## config.mk

```make
export PLATFORM = sky130hd
export DESIGN_NAME = ram_block_copier
export DESIGN_NICKNAME = d
export VERILOG_FILES = /design/src/rtl/ram_block_copier.sv
export SDC_FILE = /design/constraint.sdc
export NUM_CORES = 1
export LEC_CHECK = 0
export ABC_AREA = 1
export CORE_MARGIN = 8
export CORE_UTILIZATION = 35
export DETAILED_ROUTE_END_ITERATION = 6
export PLACE_DENSITY = 0.57
export SLEW_MARGIN = 10
export SYNTH_ARGS = -nofsm -noshare
export SYNTH_HDL_FRONTEND = slang
export SYNTH_SLANG_ARGS = --single-unit
```

## constraint.sdc

```tcl
create_clock -name clk -period 2.3 [get_ports clk]
set_clock_uncertainty 0.2 [all_clocks]
set_input_delay 0.46 -clock clk [delete_from_list [all_inputs] [get_ports clk]]
set_output_delay 0.46 -clock clk [all_outputs]
set_load 0.005 [all_outputs]
```

## src/rtl/ram_block_copier.sv

```systemverilog
// ram_block_copier: single-port-pair copy engine for a true dual-port RAM.
// Port A is used read-only as the source, port B write-only as the
// destination. One word moves per clock; writes trail reads by one cycle
// to absorb the RAM's registered read. Overlapping ranges are handled by
// choosing the walk direction at start so no unread source word is
// overwritten.
module ram_block_copier #(
    parameter int ADDR_W = 6,
    parameter int DATA_W = 8
) (
    input  logic              clk,
    input  logic              rst_n,
    input  logic              start,
    input  logic [ADDR_W-1:0] src_addr,
    input  logic [ADDR_W-1:0] dst_addr,
    input  logic [ADDR_W:0]   len,
    output logic              busy,
    output logic              done,
    output logic [ADDR_W-1:0] mem_rd_addr,
    input  logic [DATA_W-1:0] mem_rd_data,
    output logic              mem_we,
    output logic [ADDR_W-1:0] mem_wr_addr,
    output logic [DATA_W-1:0] mem_wr_data
);

    typedef enum logic [1:0] {
        S_IDLE,
        S_RUN,
        S_FLUSH,
        S_DONE
    } state_t;

    localparam logic [ADDR_W:0] DEPTH = {1'b1, {ADDR_W{1'b0}}};
    localparam logic [ADDR_W:0] ONE   = {{ADDR_W{1'b0}}, 1'b1};

    state_t            r_state;
    state_t            w_next;
    logic [ADDR_W:0]   r_cnt;      // reads still to issue, including current
    logic              r_desc;
    logic [ADDR_W-1:0] r_rd_addr;  // source address of the current read step
    logic [ADDR_W-1:0] r_rd_dst;   // destination paired with the current read
    logic [ADDR_W-1:0] r_wr_addr;
    logic              r_we;

    logic [ADDR_W:0]   w_len_eff;
    logic [ADDR_W:0]   w_len_m1;
    logic [ADDR_W-1:0] w_last_off;
    logic [ADDR_W-1:0] w_dist;
    logic              w_desc;
    logic [ADDR_W-1:0] w_first_rd;
    logic [ADDR_W-1:0] w_first_dst;

    // Start-time decode: saturated length, direction and first step addresses.
    always_comb begin
        w_len_eff   = (len > DEPTH) ? DEPTH : len;
        w_len_m1    = w_len_eff - ONE;
        w_last_off  = w_len_m1[ADDR_W-1:0];
        w_dist      = dst_addr - src_addr;
        // Destination strictly inside the source range ahead of the read
        // pointer: walk from the top so every source word is read before
        // it can be overwritten. D = 0 is a harmless self-copy.
        w_desc      = (w_dist != '0) && ({1'b0, w_dist} < w_len_eff);
        w_first_rd  = w_desc ? (src_addr + w_last_off) : src_addr;
        w_first_dst = w_desc ? (dst_addr + w_last_off) : dst_addr;
    end

    // Next-state logic.
    always_comb begin
        // NOTE: default assigned first so every path drives w_next and no latch is inferred.
        w_next = r_state;
        unique case (r_state)
            S_IDLE:  if (start) w_next = (w_len_eff == '0) ? S_DONE : S_RUN;
            S_RUN:   if (r_cnt == ONE) w_next = S_FLUSH;
            S_FLUSH: w_next = S_DONE;
            S_DONE:  w_next = S_IDLE;
            default: w_next = S_IDLE;
        endcase
    end

    // State register, step pointers and the one-cycle-delayed write port.
    always_ff @(posedge clk or negedge rst_n) begin
        if (!rst_n) begin
            r_state   <= S_IDLE;
            r_cnt     <= '0;
            r_desc    <= 1'b0;
            r_rd_addr <= '0;
            r_rd_dst  <= '0;
            r_wr_addr <= '0;
            r_we      <= 1'b0;
        end else begin
            // NOTE: non-blocking assignments so every register samples pre-edge values.
            r_state <= w_next;
            r_we    <= (r_state == S_RUN);
            if (r_state == S_RUN) begin
                r_wr_addr <= r_rd_dst;
            end
            unique case (r_state)
                S_IDLE: begin
                    if (start) begin
                        r_cnt     <= w_len_eff;
                        r_desc    <= w_desc;
                        r_rd_addr <= w_first_rd;
                        r_rd_dst  <= w_first_dst;
                    end
                end
                S_RUN: begin
                    r_cnt <= r_cnt - ONE;
                    if (r_cnt != ONE) begin
                        if (r_desc) begin
                            r_rd_addr <= r_rd_addr - 1'b1;
                            r_rd_dst  <= r_rd_dst - 1'b1;
                        end else begin
                            r_rd_addr <= r_rd_addr + 1'b1;
                            r_rd_dst  <= r_rd_dst + 1'b1;
                        end
                    end
                end
                default: ;
            endcase
        end
    end

    assign busy        = (r_state == S_RUN) || (r_state == S_FLUSH);
    assign done        = (r_state == S_DONE);
    assign mem_rd_addr = r_rd_addr;
    assign mem_we      = r_we;
    assign mem_wr_addr = r_wr_addr;
    assign mem_wr_data = mem_rd_data;

endmodule

```

* Yosys cells after proc, flatten, opt, wreduce, memory -nomap -nowiden
Index checks and enable logic that the tools add are counted. W data, S select, Z words.
Operators by class: add/sub/neg operators 9, multipliers 0, divide/modulo/power cells 0, magnitude comparators 2, equality and inequality tests 8, shift-type cells 0, multiplexer cells 17, bitwise operators 0, reduce and logical (&&, ||, !) cells 10
Operators with widths (count):
- $mux W6 | 8
- $pmux W6 S2 | 2
- $sub A6 B1 Y6 const B | 3
- $mux W7 | 2
- $pmux W7 S2 | 1
- $add A6 B1 Y6 const B | 2
- $add A6 B6 Y6 | 2
- $pmux W2 S4 | 1
- $eq A7 B1 Y1 const B | 1
- $gt A7 B7 Y1 const B | 1
- $logic_not A7 Y1 | 1
- $lt A6 B7 Y1 | 1
- $ne A7 B1 Y1 const B | 1
- $sub A7 B1 Y7 const B | 1
- $mux W2 | 3
- $reduce_and A2 Y1 | 3
- $reduce_bool A6 Y1 | 1
- $sub A6 B6 Y6 | 1
- $eq A2 B2 Y1 const B | 2
- $ne A2 B2 Y1 const B | 2
- $reduce_and A3 Y1 | 1
- $eq A2 B1 Y1 const B | 1
- $logic_not A2 Y1 | 1
- $ne A2 B1 Y1 const B | 1
- 3 further kinds | 3
Word-level totals: flip-flop bits (word level) 29, bits in latches 0, memory bits (writable) 0, ROM bits 0, input bits 30, output and inout port bits 23, logic and storage cells 53, memories kept 0

* Longest topological paths before layout
depth in word-level cells 7, gate-level depth with buffers 20, depth with buffers taken out 19

* Worst setup path after synthesis
No wires, ideal clock.
kind input -> register, start point input port dst_addr[0], end point register r_rd_addr[1], in the netlist mem_rd_addr[1], library setup time 0.125 ns, arrival time 2.618 ns, path slack -0.644 ns, stages on the path 18, buffers on the path 1, path through inv_1 -> ha_1 -> inv_1 -> fa_1 -> nand3_1 -> nand3b_1 -> nand2_1 -> inv_1 -> ha_1 -> a21oi_1 -> nor2_1 -> a21oi_1 -> nand2_2 -> nor2_4 -> buf_6 -> o21ai_0 -> o21ai_0 -> o21ai_1
Between the ends: word-level cells in the longest chain between the ends 6
Ends and longest elaborated chain:
- from (decl) | RTL line 15 | input logic [ADDR_W-1:0] dst_addr,
- $sub A6 B6 Y6 * | RTL line 58 | w_dist = dst_addr - src_addr;
- $lt A6 B7 Y1 / $reduce_bool A6 Y1 (equally long branches) | RTL line 62 | w_desc = (w_dist != '0) && ({1'b0, w_dist} < w_len_eff);
- $logic_and A1 B1 Y1 * | RTL line 62
- $mux W6 * | RTL line 63 | w_first_rd = w_desc ? (src_addr + w_last_off) : src_addr;
- $mux W6 * | RTL line 99 | if (start) begin
- $pmux W6 S2 * | RTL line 97 | unique case (r_state)
- to (signal assigned) | RTL line 102 | r_rd_addr <= w_first_rd;
- to (signal assigned) | RTL line 110 | r_rd_addr <= r_rd_addr - 1'b1;
- to (signal assigned) | RTL line 113 | r_rd_addr <= r_rd_addr + 1'b1;
- to (decl) | RTL line 40 | logic [ADDR_W-1:0] r_rd_addr;
Mark *: on every way between the ends. The rest lies on a longest branch, timed or not. The select of a mux whose other input is x is not followed. A chain may end at the register's enable or synchronous reset.

* Final worst setup path
start point input port dst_addr[0], end point register r_rd_dst[5]
Between the ends: word-level cells in the longest chain between the ends 6
Ends and longest elaborated chain:
- $sub A6 B6 Y6 | RTL line 58
- $lt A6 B7 Y1 / $reduce_bool A6 Y1 (equally long branches) | RTL line 62
- $logic_and A1 B1 Y1 | RTL line 62
- $mux W6 * | RTL line 64 | w_first_dst = w_desc ? (dst_addr + w_last_off) : dst_addr;
- $mux W6 * | RTL line 99
- $pmux W6 S2 * | RTL line 97
- to (signal assigned) | RTL line 103 | r_rd_dst <= w_first_dst;
- to (signal assigned) | RTL line 111 | r_rd_dst <= r_rd_dst - 1'b1;
- to (signal assigned) | RTL line 114 | r_rd_dst <= r_rd_dst + 1'b1;
- to (decl) | RTL line 41 | logic [ADDR_W-1:0] r_rd_dst;
Marked as above.

==> results by group <==
Run status
  – Outcome: finished, violations left
  – Violated checks: setup timing

Worst setup path
  – Critical Path AT: 2770 ps
  – Critical Path Source Type: primary input
  – Worst Setup SP: dst_addr[0]
  – CP required: 2300 ps
  – Setup Crit Path Kind: primary input to register
  – CP Capture Type: register
  – Critical Path Fanout Max: 6
  – Critical R2R Launch: r_desc
  – Worst r2r path cells: 9

STA
  – Slew margin rel.: 0.752
  – Min Tclk post-route: approximately 2800 ps
  – Worst setup margin: -465 ps
  – Peak Freq: 362 MHz
  – Worst-margin pin slew: 372 ps
  – Max-slew violations: 0
  – RSZ-0062 raised after global routing: true
  – Final setup fails: 13
  – Final Hold Viols: 0
  – Period Utilization, post-route: 1.20

GRT
  – Number of global-route vias before repair: 3041
  – Initial antenna violation count: 0
  – Total Routing Usage GR: 0.148
  – GR Overflow Total: 0
  – First-pass GRT wire length: 14.1 mm
  – Largest net degree at the start of global routing: 30

Final layout
  – Fillers: 793
  – N_diodes: 0
  – Post-layout net count: 591
  – Final std cells w/o fill: just over 600
  – Final Util: 0.529
  – Syn-to-layout area delta: 46.1%
  – Most frequent cells in the layout: buf_4 (75), nand2_1 (69), inv_1 (46), a21oi_1 (32), nor2_1 (31)
  – Layout cells sized above 1: 0.322
  – Final Cell Area: 4370 µm²
  – Commonest non-fill, non-tap cell in the layout: buf_4

Logic synthesis
  – Synth area leaders: dfrtp_1 (24%), ha_1 (16%), nand2_1 (9.9%)
  – Cell area after synthesis: 2990 µm²
  – Yosys Warn Count: 0
  – Post-synth cell types: 34
  – Mapped Avg Cell Area: 7.25 µm²
  – Asr flop ratio synth: 1.00
  – Syn Nets: 486
  – Post-synthesis cell count: 412
  – Synth Flop Type: dfrtp_1
  – Flops & latches, synth: 29
  – Synth area leader: dfrtp_1
  – Synth top area share: 0.243
  – Sequential-to-total area share from yosys stat: 0.243
  – EDFF count, synth: 0

Placed design
  – HPWL Detailed: 6.47 mm
  – Pre-CTS setup slack: -1270 ps
  – GP Congestion: approximately 0.82
  – IO Port Bufs: 36
  – Dpl cells: 597
  – Placed Area: 3860 µm²

Routing
  – ANT nets after route: 0
  – DR iter-0 viols: 134
  – # DRC: 0
  – WL/cell: 13.7 µm
  – Vias: roughly 3100
  – Routed wire length: approximately 8.6 mm
  – Vias per cell: 4.94
  – Drt pass-1 iters: 4

Power
  – Leak: 2.17 nW
  – VDD IR max: 363 µV
  – Clk pwr share: 0.089
  – Sw Ratio: 0.466
  – Combinational power share: 0.687
  – Switching pwr: 2.06 mW
  – Internal power: 2.36 mW
  – Sequential share of power: 0.224
  – Pwr/cell area: 1010 nW/µm²

Hold path
  – Hold crit path type: register to register
  – Worst hold path stage count: 2
  – HP Start: mem_wr_addr[3]

Die
  – Core ar.: 8260 µm²
  – Die span in y: 108 µm
  – DIE AREA: about 12000 µm²
  – I/O pin cnt: 53
  – Horiz. Die Dim: roughly 110 µm
  – Starting Density: 0.362
  – Rows: 33

Clock network
  – Clock sink total: 29
  – H-tree depth: 2
  – Clk Latency, worst-skew pair: 280 ps
  – TritonCTS buffer count: 5
  – CTS Buffer Depth: 2
  – Cts hold-fix bufs: 0
  – Clock Pin Slew Worst Setup and Hold Paths: 60 ps
  – Clk root buf: clkbuf_8
  – CTS tree: built

Job
  – Max_cap viols: 0
-- kinds of logic (layout without fill, tap and decap cells) --
logic type      after synthesis  after routing  share of synthesized area
compound gates               87             87                      0.161
xor+xnor                     14             14                     0.0410
fa+ha+maj                    44             44                      0.197
buf+inv                      79            183                      0.119
flops                        29             29                      0.243
simple gates                159            161                      0.240
-- per-layer routing --
metal | global-route usage | wire length (µm) | vias up
met3 | 0.0220 | 361 | 13
met1 | 0.180 | 3790 | 1430
met2 | 0.260 | 4210 | 66
li1 | - | - | 1569
met5 | 0 | 0 | -
met4 | 0.0528 | 202 | 0
-- Yosys cell counts, types with 5 or more instances --
cell	instances
nor2_1	35
nand4_1	5
nand3_2	5
buf_4	8
inv_1	57
o21ai_0	28
xnor2_1	6
nand2_1	79
xor2_1	8
dfrtp_1	29
fa_1	5
a21oi_1	41
ha_1	39
nand3_1	24
o211ai_1	7
-- worst paths after layout --
check                                      end  slack [ps]
worst min register to register  mem_wr_addr[3]         270
min in group asynchronous               mem_we         370
worst max register to register     r_rd_dst[4]          80
worst max-delay path               r_rd_dst[5]        -470
max in group asynchronous       mem_rd_addr[3]        1260
worst min-delay path            mem_wr_addr[3]         270
-- final cells by class --
type                            count  area, µm²  area share
Clock inverter                      2       10.0     0.00229
Multi-Input combinational cell    306       2240       0.513
Clock buffer                        6       72.6      0.0166
Tap cell                          105        131      0.0301
Timing Repair Buffer              114        942       0.216
Inverter                           61        244      0.0559
Sequential cell                    29        726       0.166
-- critical path: stages --
cell and delay, ps:
buf_12 110, inv_12 40, ha_4 120, inv_4 30
fa_2 360, nand3_2 100, nand2_1 60, nand2_1 90
nand2_2 70, inv_2 70, ha_4 200, a21oi_2 120
nor2_1 60, a21oi_2 210, nand2_4 100, nor2_4 210
nand3_2 80, nand2_1 70, nand3_1 60, a21oi_1 140
-- power groups by stage --
| stage | logic, mW | registers [mW] | clock network [mW] |
|---|---|---|---|
| finish | 3.04 | 0.990 | 0.395 |
| global route | 3.47 | 1.03 | 0.441 |
| CTS | 2.90 | 0.993 | 0.411 |
| detailed placement | 2.80 | 1.00 | 0 |
| global placement | 2.74 | 0.992 | 0 |
| floorplan | 1.88 | 0.965 | 0 |
-- per-stage QoR --
step	TNS [ps]	hold WS, ps	total power, mW
after floorplan	-5170	-35.6	2.84
after global placement	-14880	254	3.73
after detailed placement	-16020	258	3.81
after CTS	-5920	273	4.31
after global routing	-7100	297	4.94
final	-5450	266	4.42
-- state kept, by name, summed over array words and instances (netlist names) --
| register | flops |
|---|---|
| r_cnt | 7 |
| r_desc | 1 |
| r_state | 2 |
| r_rd_dst | 6 |
| mem_rd_addr | 6 |
| mem_wr_addr | 6 |
| mem_we | 1 |
-- what timing repair did --
item,4_1_cts,5_1_grt
hold endpoints to repair,0,0
pin swaps,30,52
setup buffers,10,8
setup endpoints to repair,13,14
gates cloned,1,1
resized for setup,55,49
(Power assumes the default switching activity.)
